$ cat config.mk
export PLATFORM = sky130hd
export DESIGN_NAME = prvp_spi_master_tx_ml
export DESIGN_NICKNAME = d
export VERILOG_FILES = /design/src/rtl/prvp_spi_pkg.sv /design/src/rtl/prvp_spi_tx_shreg.sv /design/src/rtl/prvp_spi_master_tx_ml.sv
export SDC_FILE = /design/constraint.sdc
export NUM_CORES = 1
export LEC_CHECK = 0
export ABC_AREA = 0
export BUFFER_PORTS_ARGS = -buffer_cell sky130_fd_sc_hd__buf_2
export CORE_MARGIN = 3
export CORE_UTILIZATION = 32
export DETAILED_ROUTE_END_ITERATION = 10
export HOLD_SLACK_MARGIN = 0.03
export MAX_ROUTING_LAYER = met4
export SLEW_MARGIN = 15
export SYNTH_ARGS = -nofsm -noshare
export SYNTH_HDL_FRONTEND = slang
export SYNTH_SLANG_ARGS = --single-unit
$ cat constraint.sdc
create_clock -name clk -period 5.9 [get_ports clk]
set_input_delay 0 -clock clk [delete_from_list [all_inputs] [get_ports clk]]
set_output_delay 0 -clock clk [all_outputs]
set_load 0.01 [all_outputs]
$ cat src/rtl/prvp_spi_pkg.sv
// Shared types and lane helpers for the multi-lane SPI transmit path.
// Lane counts are clamped to the physical lane count of the instance.
package prvp_spi_pkg;

  typedef enum logic [1:0] {
    SINGLE,
    DUAL,
    QUAD,
    OCTAL
  } lane_mode_e;

  typedef enum logic [1:0] {
    IDLE,
    TRANSMIT,
    STALL
  } tx_state_e;

  function automatic int lanes_of(
    input lane_mode_e mode,
    input int         max_lanes
  );
    int l;
    l = 1 << mode;
    return (l > max_lanes) ? max_lanes : l;
  endfunction

  function automatic logic [1:0] lanes_log(
    input lane_mode_e mode,
    input int         max_lanes
  );
    int l;
    l = lanes_of(mode, max_lanes);
    case (l)
      1:       return 2'd0;
      2:       return 2'd1;
      4:       return 2'd2;
      default: return 2'd3;
    endcase
  endfunction

endpackage

$ cat src/rtl/prvp_spi_tx_shreg.sv
// TX shift register: parallel load, shift by lane count, lane extraction.
// Lanes beyond the active count read as zero.
module prvp_spi_tx_shreg #(
  parameter int DATA_W    = 32,
  parameter int MAX_LANES = 4
) (
  input  logic                 clk,
  input  logic                 rst,
  input  logic                 load,
  input  logic                 shift,
  input  logic                 clear,
  input  logic                 lsb_first,
  input  logic [1:0]           lane_lg,
  input  logic [DATA_W-1:0]    din,
  output logic [MAX_LANES-1:0] lanes
);

  localparam int AW = $clog2(DATA_W);

  logic [DATA_W-1:0] q;
  logic [3:0]        nl;

  assign nl = 4'd1 << lane_lg;

  always_ff @(posedge clk) begin
    if (rst || clear) begin
      q <= '0;
    end else if (load) begin
      q <= din;
    end else if (shift) begin
      q <= lsb_first ? (q >> nl) : (q << nl);
    end
  end

  always_comb begin
    lanes = '0;
    for (int i = 0; i < MAX_LANES; i++) begin
      if (i < int'(nl)) begin
        if (lsb_first) begin
          lanes[i] = q[i];
        end else begin
          lanes[i] = q[AW'(DATA_W - int'(nl) + i)];
        end
      end
    end
  end

endmodule

$ cat src/rtl/prvp_spi_master_tx_ml.sv
// Multi-lane SPI master TX engine: word handshake, beat/word counters,
// underrun stall and abort, paced by the clock generator's tx_edge.
module prvp_spi_master_tx_ml
  import prvp_spi_pkg::*;
#(
  parameter int DATA_W    = 32,
  parameter int CNT_W     = 16,
  parameter int MAX_LANES = 4
) (
  input  logic                 clk,
  input  logic                 rst,
  input  logic                 en,
  input  logic                 tx_edge,
  input  logic [1:0]           lane_mode,
  input  logic                 lsb_first,
  input  logic                 abort,
  input  logic [CNT_W-1:0]     counter_in,
  input  logic                 counter_in_upd,
  input  logic [DATA_W-1:0]    data,
  input  logic                 data_valid,
  output logic                 data_ready,
  output logic [MAX_LANES-1:0] sdo,
  output logic [MAX_LANES-1:0] sdo_oe,
  output logic                 clk_en_o,
  output logic                 tx_done,
  output logic                 busy,
  output logic                 underrun
);

  localparam int AW = $clog2(DATA_W);

  tx_state_e         state, nstate;
  logic [CNT_W-1:0]  beat_cnt;
  logic [CNT_W-1:0]  tgt;
  logic [CNT_W-1:0]  pend;
  logic [CNT_W-1:0]  nt;
  logic              pend_v;
  logic [AW-1:0]     wbeat;
  logic [1:0]        lg_q;
  logic              lsb_q;
  logic [3:0]        nl;
  logic [CNT_W:0]    beats;
  logic [AW:0]       bpw;
  logic              last;
  logic              wlast;
  logic              ld;
  logic              sh;
  logic              clr;
  logic              b_inc;
  logic              b_clr;
  logic              w_clr;
  logic              latch;
  logic              apply;
  logic [MAX_LANES-1:0] raw;

  assign nl    = 4'd1 << lg_q;
  assign beats = ({1'b0, tgt} + (CNT_W+1)'(nl - 4'd1)) >> lg_q;
  assign bpw   = (AW+1)'(DATA_W) >> lg_q;
  assign last  = ((CNT_W+1)'(beat_cnt) + (CNT_W+1)'(1)) == beats;
  assign wlast = ((AW+1)'(wbeat) + (AW+1)'(1)) == bpw;
  assign busy  = (state != IDLE);

  // Target seen by the next transfer: a same-cycle strobe beats the shadow.
  assign nt = counter_in_upd ? counter_in : (pend_v ? pend : tgt);

  always_comb begin
    nstate     = state;
    ld         = 1'b0;
    sh         = 1'b0;
    clr        = 1'b0;
    b_inc      = 1'b0;
    b_clr      = 1'b0;
    w_clr      = 1'b0;
    latch      = 1'b0;
    apply      = 1'b0;
    data_ready = 1'b0;
    tx_done    = 1'b0;
    underrun   = 1'b0;
    clk_en_o   = 1'b0;
    if (!rst) begin
      if (state != IDLE && abort) begin
        nstate = IDLE;
        clr    = 1'b1;
        b_clr  = 1'b1;
        apply  = 1'b1;
      end else begin
        unique case (state)
          IDLE: begin
            if (en && data_valid && nt != '0) begin
              ld         = 1'b1;
              latch      = 1'b1;
              data_ready = 1'b1;
              nstate     = TRANSMIT;
            end
          end
          TRANSMIT: begin
            clk_en_o = 1'b1;
            if (tx_edge) begin
              if (last) begin
                tx_done = 1'b1;
                b_clr   = 1'b1;
                apply   = 1'b1;
                if (en && data_valid && nt != '0) begin
                  ld         = 1'b1;
                  latch      = 1'b1;
                  data_ready = 1'b1;
                end else begin
                  nstate   = IDLE;
                  clk_en_o = 1'b0;
                end
              end else if (wlast) begin
                b_inc = 1'b1;
                w_clr = 1'b1;
                if (data_valid) begin
                  ld         = 1'b1;
                  data_ready = 1'b1;
                end else begin
                  nstate   = STALL;
                  underrun = 1'b1;
                  clk_en_o = 1'b0;
                end
              end else begin
                sh    = 1'b1;
                b_inc = 1'b1;
              end
            end
          end
          STALL: begin
            if (data_valid) begin
              ld         = 1'b1;
              data_ready = 1'b1;
              nstate     = TRANSMIT;
            end
          end
          default: nstate = IDLE;
        endcase
      end
    end
  end

  always_ff @(posedge clk) begin
    if (rst) begin
      state    <= IDLE;
      beat_cnt <= '0;
      wbeat    <= '0;
      tgt      <= CNT_W'(8);
      pend     <= '0;
      pend_v   <= 1'b0;
      lg_q     <= 2'd0;
      lsb_q    <= 1'b0;
    end else begin
      state <= nstate;
      if (b_clr) begin
        beat_cnt <= '0;
        wbeat    <= '0;
      end else if (b_inc) begin
        beat_cnt <= beat_cnt + CNT_W'(1);
        wbeat    <= w_clr ? '0 : wbeat + AW'(1);
      end
      if (latch) begin
        lg_q  <= lanes_log(lane_mode_e'(lane_mode), MAX_LANES);
        lsb_q <= lsb_first;
      end
      if (state == IDLE || apply) begin
        tgt    <= nt;
        pend_v <= 1'b0;
      end else if (counter_in_upd) begin
        pend   <= counter_in;
        pend_v <= 1'b1;
      end
    end
  end

  prvp_spi_tx_shreg #(
    .DATA_W   (DATA_W),
    .MAX_LANES(MAX_LANES)
  ) u_shreg (
    .clk      (clk),
    .rst      (rst),
    .load     (ld),
    .shift    (sh),
    .clear    (clr),
    .lsb_first(lsb_q),
    .lane_lg  (lg_q),
    .din      (data),
    .lanes    (raw)
  );

  always_comb begin
    sdo    = raw & {MAX_LANES{busy}};
    sdo_oe = '0;
    for (int i = 0; i < MAX_LANES; i++) begin
      sdo_oe[i] = busy && (i < int'(nl));
    end
  end

endmodule

== After elaboration in Yosys (flattened, before gate mapping) ==
Cells that the tools add are included.

* Flip-flop bits (word level): 91
* Word-level logic and storage cells: 155

* Shift-type cells: 6
* Muxes and demuxes: 88
* $lt $le $gt $ge: 9
* Bitwise logic cells: 2
* Add/sub/neg operators: 10
* Equal/unequal tests: 13
* Reduce and logical (&&, ||, !) cells: 18

{| class="wikitable"
|+ Operator list
! kind !! number
|-
| $mux 32 || 4
|-
| $mux 1 || 66
|-
| $eq 32x1->1 const B || 1
|-
| $eq 32x2->1 const B || 1
|-
| $eq 32x3->1 const B || 1
|-
| $gt 32x4->1 const B || 1
|-
| $mux 16 || 2
|-
| $shl 1x2->32 const A || 1
|-
| $shl 32x4->32 || 1
|-
| $shr 32x4->32 || 1
|-
| $lt 5x7->1 const B || 4
|-
| $bmux 1 s5 || 4
|-
| $add 16x1->17 const B || 1
|-
| $add 16x17->17 || 1
|-
| $eq 17x17->1 || 1
|-
| $shr 17x2->17 || 1
|-
| $add 16x1->16 const B || 1
|-
| $reduce_bool 16->1 || 1
|-
| $mux 2 || 7
|-
| $pmux 2 s3 || 2
|-
| $add 5x3->5 const B || 2
|-
| $ne 3x3->1 const B || 3
|-
| $lt 1x4->1 const A || 2
|-
| $lt 2x4->1 const A || 2
|-
| 23 further kinds || 35
|}

== Depth between registers and ports, before layout ==
Gate-level depths: netlist (run 1).

* Depth in word-level cells: 13
* Depth in mapped cells: 26

== By module ==
A second synthesis (run 1) with hierarchy kept.

* Cell total of the unflattened synthesis: 1,376
* Area, all modules: 11,134.4 um^2

{| class="wikitable"
|+ By module, submodules not included
! module !! sequential area each (um^2) !! area an instance (um^2) !! cells an instance !! times used
|-
| prvp_spi_tx_shreg || 640.6 || 5,708.0 || 656 || 1
|-
| prvp_spi_master_tx_ml || 1,181.1 || 5,426.5 || 720 || 1
|}

== Least setup slack after synthesis (run 1) ==
No wires, ideal clock.

* Path type: register to register
* Start point: register lg_q[1]
* End point: register pend[10]
* Required time: 5,772 ps
* Setup slack: -496 ps
* Clock period less this slack: 6,396 ps
* Stages on the path, launching flop included: 25
* Data arrival time: 6,269 ps
* Path through: dfxtp_1 -> clkbuf_1 -> inv_1 -> clkbuf_1 -> ha_1 -> clkbuf_1 -> inv_2 -> buf_1 -> clkbuf_1 -> ha_1 -> o21ai_0 -> inv_1 -> ha_1 -> a21oi_1 -> a211oi_1 -> a311o_1 -> or3_1 -> a211o_1 -> o32a_1 -> and4bb_1 -> nand4_4 -> o2111ai_4 -> buf_6 -> mux2i_1 -> nor2_1

* Word-level cells in the longest chain between the ends: 13

{| class="wikitable"
|+ RTL lines
! item !! line !! source
|-
| start: declaration || prvp_spi_master_tx_ml.sv:39 || <nowiki>logic [1:0] lg_q;</nowiki>
|-
| start signal: assignment || prvp_spi_master_tx_ml.sv:161 || <nowiki>lg_q <= lanes_log(lane_mode_e'(lane_mode), MAX_LANES);</nowiki>
|-
| $shl 1x2->4 || prvp_spi_master_tx_ml.sv:56 || <nowiki>assign nl = 4'd1 << lg_q;</nowiki>
|-
| $sub 4x1->5 || prvp_spi_master_tx_ml.sv:57 || <nowiki>assign beats = ({1'b0, tgt} + (CNT_W+1)'(nl - 4'd1)) >> lg_q;</nowiki>
|-
| $add 16x17->17 || prvp_spi_master_tx_ml.sv:57 ||
|-
| $shr 17x2->17 * || prvp_spi_master_tx_ml.sv:57 ||
|-
| $eq 17x17->1 * || prvp_spi_master_tx_ml.sv:59 || <nowiki>assign last = ((CNT_W+1)'(beat_cnt) + (CNT_W+1)'(1)) == beats;</nowiki>
|-
| $mux 1 * || prvp_spi_master_tx_ml.sv:99 || <nowiki>if (last) begin</nowiki>
|-
| $mux 1 * || prvp_spi_master_tx_ml.sv:98 || <nowiki>if (tx_edge) begin</nowiki>
|-
| $mux 1 * || prvp_spi_master_tx_ml.sv:87 || <nowiki>unique case (state)</nowiki>
|-
| $mux 1 * || prvp_spi_master_tx_ml.sv:81 || <nowiki>if (state != IDLE && abort) begin</nowiki>
|-
| $mux 1 * || prvp_spi_master_tx_ml.sv:80 || <nowiki>if (!rst) begin</nowiki>
|-
| $logic_or 1x1->1 * || prvp_spi_master_tx_ml.sv:164 || <nowiki>if (state == IDLE || apply) begin</nowiki>
|-
| $not 1->1 (no line) * || -- ||
|-
| $reduce_and 2->1 (no line) * || -- ||
|-
| end signal: assignment || prvp_spi_master_tx_ml.sv:168 || <nowiki>pend <= counter_in;</nowiki>
|-
| end: declaration || prvp_spi_master_tx_ml.sv:35 || <nowiki>logic [CNT_W-1:0] pend;</nowiki>
|}

Mark *: on every way between the ends. The rest lies on a longest branch, timed or not.
A chain may end at the register's enable or synchronous reset.

== Final worst setup path (run 1) ==
* Start point: register lg_q[1]
* End point: output clk_en_o

* Word-level cells in the longest chain between the ends: 10
* Elaborated cells between the ends (all ways): 13
* Classes of those cells: add/sub (2); eq/ne (2); shift (3); mux (6)

{| class="wikitable"
|+ RTL lines
! item !! line !! source
|-
| $shl 1x2->4 || prvp_spi_master_tx_ml.sv:56 ||
|-
| $sub 4x1->5 || prvp_spi_master_tx_ml.sv:57 ||
|-
| $add 16x17->17 || prvp_spi_master_tx_ml.sv:57 ||
|-
| $shr 17x2->17 || prvp_spi_master_tx_ml.sv:57 ||
|-
| $eq 17x17->1 || prvp_spi_master_tx_ml.sv:59 ||
|-
| $mux 1 * || prvp_spi_master_tx_ml.sv:99 ||
|-
| $mux 1 * || prvp_spi_master_tx_ml.sv:98 ||
|-
| $mux 1 * || prvp_spi_master_tx_ml.sv:87 ||
|-
| $mux 1 * || prvp_spi_master_tx_ml.sv:81 ||
|-
| $mux 1 * || prvp_spi_master_tx_ml.sv:80 ||
|-
| end: declaration || prvp_spi_master_tx_ml.sv:24 || <nowiki>output logic clk_en_o,</nowiki>
|}

Marks and branches as above.

==> impl_metrics.csv, run 1 <==
group,metric,value,unit
worst_setup_path,cp_max_fo,15,
logic_synthesis,yosys.area_share.simple,24.0,%
placement,routabilityCongestion,0.912,
logic_synthesis,syn_area_per_cell,7.51,um2
grt,grt_pass1_vias,9548,
power,p_per_area,167,mW/mm2
run_status,outcome,"finished, final reports clean",
sta,tightest_slew,1.02,ns
clocking,htreeDepth,3,
sta,setup_viol,0,
clocking,numCtsBuffers,9,
clocking,cts-root-buf,"clkbuf_16",
clocking,cts_tree,"yes",
clocking,path_clk_slew,0.08,ns
worst_setup_path,crit_path_end_kind,"primary output",
logic_synthesis,synth-xor-area-share,4.13,%
logic_synthesis,muxShareOfSynthArea,18.8,%
logic_synthesis,syn_area,0.00974,mm2
die,fp.dieW,181,um
layout,seq_area,0.00182,mm2
sta,slew_headroom,31.7,%
layout,nets,1454,
worst_setup_path,worstSetupStartpointType,"flop",
route,first_pass_iters,6,
grt,grtUsageTotal,20.5,%
power,ir_worst_vdd,0.146,mV
sta,fin_setup_tns,0,ns
grt,antenna_found_initial,0,
worst_setup_path,path_class,"reg2out",
sta,max_freq,182,MHz
run,maxCapViolations,0,
logic_synthesis,synth-seq-area-share,18.7,%
placement,dp_hpwl,24.6,mm
die,die_area,0.0326,mm2
worst_setup_path,critPathRequiredTime,5.90,ns
power,p_total,1890,uW
worst_setup_path,critPathSlowestCell,"ha_1",
layout,area_delta_synth_final,15.8,%
logic_synthesis,synth_top_family_by_area,"compound AO/OA/AOI/OAI gates",
sta,period_minus_slack,5.50,ns
route,wl,33.7,mm
sta,skew,0.0140,ns
sta,rsz0062_at_grt,"no",
hold_path,hold_path.class,"in2reg",
placement,port_buffers,70,
route,drtIter0Drc,1038,
layout,layout-drive-gt1-share,14.7,%
worst_setup_path,critPathMaxStageDelay,0.43,ns
logic_synthesis,synth_nets,1385,
logic_synthesis,async_flop_share,0,%
die,core,0.0298,mm2
grt,grt_pass1_wl,53.4,mm
route,viasPerCell,5.88,
die,die_height,181,um
clocking,insertion_delay,0.37,ns
logic_synthesis,synthFlopType,"dfxtp_1",
logic_synthesis,synth_cell_types,84,
worst_setup_path,crit_arrival,5.50,ns
clocking,cts_num_sinks,91,
die,num_io_pins,71,
die,start_util,32.7,%
die,rows,63,
grt,grt_max_degree,87,
route,ant_nets,0,
route,wl_per_cell,19.1,um
logic_synthesis,ys_ff_latch,91,
worst_setup_path,crit_chain,"inv_1 > ha_2 > clkinv_1 > ha_1 > o21ai_1 > inv_2 > ha_1 > a221o_1 > o21ai_1 > a311o_1 > or3_1 > a211o_1 > o32a_1 > and4bb_1 > nand4_4 > buf_4 > mux2i_1 > o21ai_0 > nor2_1 > buf_2",
layout,nFillCells,3189,
layout,diodes,0,
logic_synthesis,synthAdderAreaFrac,3.93,%
layout,multi_input_area,0.00747,mm2
route,drc,0,
route,dr_total_vias,10400,
logic_synthesis,synth-compound-area-share,25.3,%
clocking,clockBufferDepth,2,
sta,finalMaxSlewViolations,0,
logic_synthesis,yosys_warnings,0,
grt,grt-ovfl-total,0,
sta,finalHoldViolations,0,
power,p_leak,0.00460,uW
sta,finalCritPeriodShare,93.2,%
logic_synthesis,synth-edff-count,0,
logic_synthesis,syn_inst,1297,
## area by class of cell
type,instances,share of cell area (%)
multi-input cells,1085,66.2
repair buffers,149,9.66
clock inverters,6,0.599
flip-flops and latches,91,16.1
inverters,30,0.998
well taps,390,4.32
clock buffers,10,2.12
## synthesized netlist by cell type, drive strengths merged, types with 3 or more instances
library cell,instances,area [um2]
and2,8,50.1
mux2i,108,1080
or3,11,68.8
and4,6,52.6
nor2,167,634
nand2b,15,93.8
or4,5,37.5
nand4,20,140
mux2,17,191
nor3,35,175
o32a,3,30.0
nor4,15,115
a22oi,7,52.6
inv,27,101
a311oi,16,140
nor2b,7,43.8
clkbuf,56,210
a211oi,17,128
o211ai,26,195
mux4,25,563
dfxtp,91,1820
buf,35,174
xor2,27,236
a21oi,85,429
nand3,41,205
o2111ai,4,52.6
a211o,9,78.8
nand2,130,490
clkinv,3,11.3
xnor2,19,166
o221a,15,169
o21bai,7,52.6
and3,14,87.6
a31oi,9,56.3
a21o,13,97.6
o31a,5,43.8
o21a,14,105
a221oi,5,43.8
o21ai,107,551
or2,7,43.8
ha,29,363
## critical path, delay by kind of cell (launching register included)
family          cells  cell delay (ns)
compound gates      7             1.94
flops               1             0.31
simple gates        4             1.03
mux                 1             0.13
buf+inv             5             0.87
fa+ha+maj           3             0.83
## logic make-up (layout without fill, tap and decap cells)
| logic type | count (synthesis) | in the layout |
|---|---|---|
| mux | 150 | 150 |
| simple gates | 491 | 491 |
| fa+ha+maj | 30 | 30 |
| compound gates | 368 | 368 |
| buf+inv | 121 | 195 |
| flops | 91 | 91 |
| xor+xnor | 46 | 46 |
## report_power, final
group	internal, uW	switching [uW]	leakage [uW]
logic	249	341	0.00371
registers	639	38.2	0.000740
clock network	312	310	0.000151
total	1200	690	0.00460
## path summary, 6_finish.rpt
check	start	end	slack, ns	cells past startpoint
setup reg to reg	lg_q[1]	u_shreg.q[26]	0.50	18
hold / removal	tx_edge	state[0]	0.08	4
hold reg to reg	beat_cnt[1]	beat_cnt[1]	0.49	2
setup / recovery	lg_q[1]	clk_en_o	0.40	20
## registers in the layout (all words and copies together), names as in the netlist
signal	cells
u_shreg.q	32
beat_cnt	16
pend	16
tgt	16
wbeat	5
lg_q	2
state	2
lsb_q	1
pend_v	1
## layer usage
metal | global-route usage, % | vias up | routed length [um]
met5 | - | - | 0
met4 | 5.50 | 0 | 709
met3 | 3.05 | 42 | 2480
met2 | 30.4 | 432 | 14600
met1 | 29.2 | 4928 | 15900
li1 | - | 4957 | -
## placed cells by master, fill, tap and decap left out, drive strengths merged, types with 13 or more instances in the layout
master	count
o221a	15
mux2	17
nand4	20
a21oi	85
nand2	130
o211ai	26
dfxtp	91
and3	14
inv	30
mux2i	108
nor3	35
o21ai	107
nor2	167
xnor2	19
a311oi	16
buf	97
nor4	15
a211oi	17
dlygate4sd3	52
o21a	14
xor2	27
mux4	25
nand3	41
ha	29
nand2b	15
a21o	13
## metrics by stage
stage	setup WS [ns]	hold slack [ns]	cell area (um2)	cells	utilization, %
floorplan	0.0378	0.0544	9750	1297	-
global placement	0.244	0.243	10400	1692	34.9
detailed placement	0.154	0.246	10400	1692	34.9
CTS	0.0950	0.0658	11200	1760	37.7
global route	0.0116	0.121	11300	1761	37.9
finish	0.404	0.0837	11300	1761	37.9
## repair_timing
action | CTS | global route
hold endpoints to repair | 52 | 0
setup buffers | 0 | 1
endpoints found under the setup margin | 0 | 71
gates resized for setup | 0 | 8
hold buffers | 52 | 0
No activity file was read; power rests on OpenSTA's default activity.
==> inputs of run 2 (changes only) <==
Settings changed: CORE_MARGIN 3 to 8.
==> run 2 against run 1 <==
Net effect: utilization decreased by 0.76 points; global-route usage decreased by 1.3 points; clock skew decreased by 0.0015 ns; cell count increased by 0.11%; clock power decreased by 7.4%; setup slack got worse by 0.068 ns; sequential cell count unchanged; sequential share of layout area increased by 0.074 points; combinational power about the same; final area decreased by 0.45%; largest cell class unchanged; largest power group unchanged.
==> impl_metrics.csv, run 2 (synthesized netlist as in run 1, its figures left out) <==
group,metric,value,unit
run_status,outcome,"finished, final reports clean",
worst_setup_path,crit_path_end_kind,"primary output",
clocking,cts-root-buf,"clkbuf_16",
grt,grt-ovfl-total,0,
grt,grt_max_degree,87,
sta,timing.final.ws_setup,0.336,ns
hold_path,hold-path-endpoint,"u_shreg.q[1]",
placement,routabilityCongestion,0.954,
sta,finalCritPeriodShare,94.3,%
power,p_leak,0.00456,uW
layout,final_common_cell,"nor2_1",
worst_setup_path,worstSetupStartpointType,"flop",
die,die_height,191,um
layout,seq_area,0.00182,mm2
sta,setup_viol,0,
sta,skew,0.0125,ns
die,core,0.0303,mm2
clocking,cts_num_sinks,91,
grt,grt_pass1_vias,9791,
layout,diodes,0,
hold_path,holdPathStages,3,
worst_setup_path,r2r_setup_slack,0.56,ns
sta,finalHoldViolations,0,
layout,multi_input_area,0.00748,mm2
run,maxCapViolations,0,
worst_setup_path,path_class,"reg2out",
route,viasPerCell,5.82,
placement,dp_hpwl,24.9,mm
worst_setup_path,cp_max_fo,22,
die,die_area,0.0363,mm2
clocking,postCtsSetupBuffers,0,
sta,period_minus_slack,5.56,ns
layout,nets,1451,
clocking,cts_tree,"yes",
clocking,numCtsBuffers,9,
clocking,path_clk_slew,0.08,ns
clocking,htreeDepth,3,
layout,largest_reg_flops,32,
power,p_per_area,164,mW/mm2
route,ant_nets,0,
clocking,insertion_delay,0.36,ns
grt,grt_pass1_wl,54.9,mm
sta,slew_headroom,26.4,%
hold_path,worstHoldStart,"data[1]",
layout,layout_common_cells,"nor2_1 (166), nand2_1 (128), mux2i_1 (108), o21ai_0 (100), dfxtp_1 (91)",
sta,fin_setup_tns,0,ns
route,first_pass_iters,7,
sta,finalMaxSlewViolations,0,
worst_setup_path,crit_arrival,5.56,ns
sta,fin_hold_ws,0.153,ns
worst_setup_path,reg2reg_to,"u_shreg.q[27]",
worst_setup_path,critPathRequiredTime,5.90,ns
layout,nFillCells,3188,
layout,layout-drive-gt1-share,14.9,%
route,drtIter0Drc,915,
die,num_io_pins,71,
route,drc,0,
route,wl_per_cell,19.5,um
clocking,clockBufferDepth,2,
placement,dpl_worst_slack,-0.0436,ns
sta,max_freq,180,MHz
worst_setup_path,ff2ff_path_depth,19,
grt,antenna_found_initial,0,
worst_setup_path,cp-startpoint,"lg_q[0]",
die,start_util,32.2,%
grt,grtUsageTotal,19.2,%
layout,top_register,"u_shreg.q",
route,wl,34.3,mm
worst_setup_path,rr_startpoint,"lg_q[0]",
placement,port_buffers,70,
route,dr_total_vias,10300,
hold_path,hold_path.class,"in2reg",
die,rows,64,
layout,area_delta_synth_final,15.3,%
sta,tightest_slew,1.10,ns
power,ir_worst_vdd,0.0987,mV
die,fp.dieW,191,um
## run 2: area by class of cell
class	count	share of cell area, %
inverters	30	1.00
clock buffers	9	2.00
well taps	396	4.41
flip-flops and latches	91	16.2
repair buffers	146	9.33
multi-input cells	1085	66.6
clock inverters	6	0.445
## run 2: critical path: stages, from the launching register on
cell      delay (ns)
dfxtp_1         0.36
inv_1           0.10
ha_2            0.20
clkinv_1        0.06
buf_4           0.22
ha_1            0.20
inv_1           0.05
fa_1            0.45
and2b_4         0.32
o21a_1          0.23
nor4_1          0.08
a311o_1         0.40
or3_1           0.36
a211o_1         0.27
o32a_1          0.31
and4bb_1        0.34
nand4_4         0.20
buf_4           0.28
mux2i_1         0.16
o21ai_0         0.14
nor2_1          0.27
buf_2           0.20
## run 2: per-layer routing
layer / global-route usage [%] / vias to the layer above / routed length (um)
li1: - / 4954 / -
met1: 25.1 / 4866 / 15400
met2: 29.6 / 366 / 15900
met3: 2.49 / 71 / 1920
met4: 7.67 / 0 / 1120
met5: - / - / 0
## run 2: worst max path at each step
stage | to
final | clk_en_o
after global routing | clk_en_o
after CTS | underrun
after detailed placement | u_shreg.q[27]
after global placement | u_shreg.q[31]
after floorplan | pend[10]
## run 2: power by group
| part | internal [uW] | switching, uW | leakage [uW] |
|---|---|---|---|
| clock | 290 | 286 | 0.000134 |
| sequential | 639 | 39.7 | 0.000740 |
| combinational | 248 | 341 | 0.00368 |
| total | 1180 | 667 | 0.00456 |
## run 2: what timing repair did
item                                   4_1_cts  5_1_grt
hold buffers                                51        0
gates resized for setup                      1        9
setup endpoints to repair                   16       49
endpoints found under the hold margin       51        0
## run 2: stage by stage
stage | util (%) | total power, uW | instance area (um2) | cells
6_report | 37.1 | 1840 | 11200 | 1763
4_1_cts | 37.0 | 1840 | 11200 | 1763
3_5_place_dp | 34.4 | 1240 | 10400 | 1697
3_3_place_gp | 34.4 | 1230 | 10400 | 1697
5_1_grt | 37.1 | 1930 | 11200 | 1763
2_1_floorplan | - | 1080 | 9750 | 1297
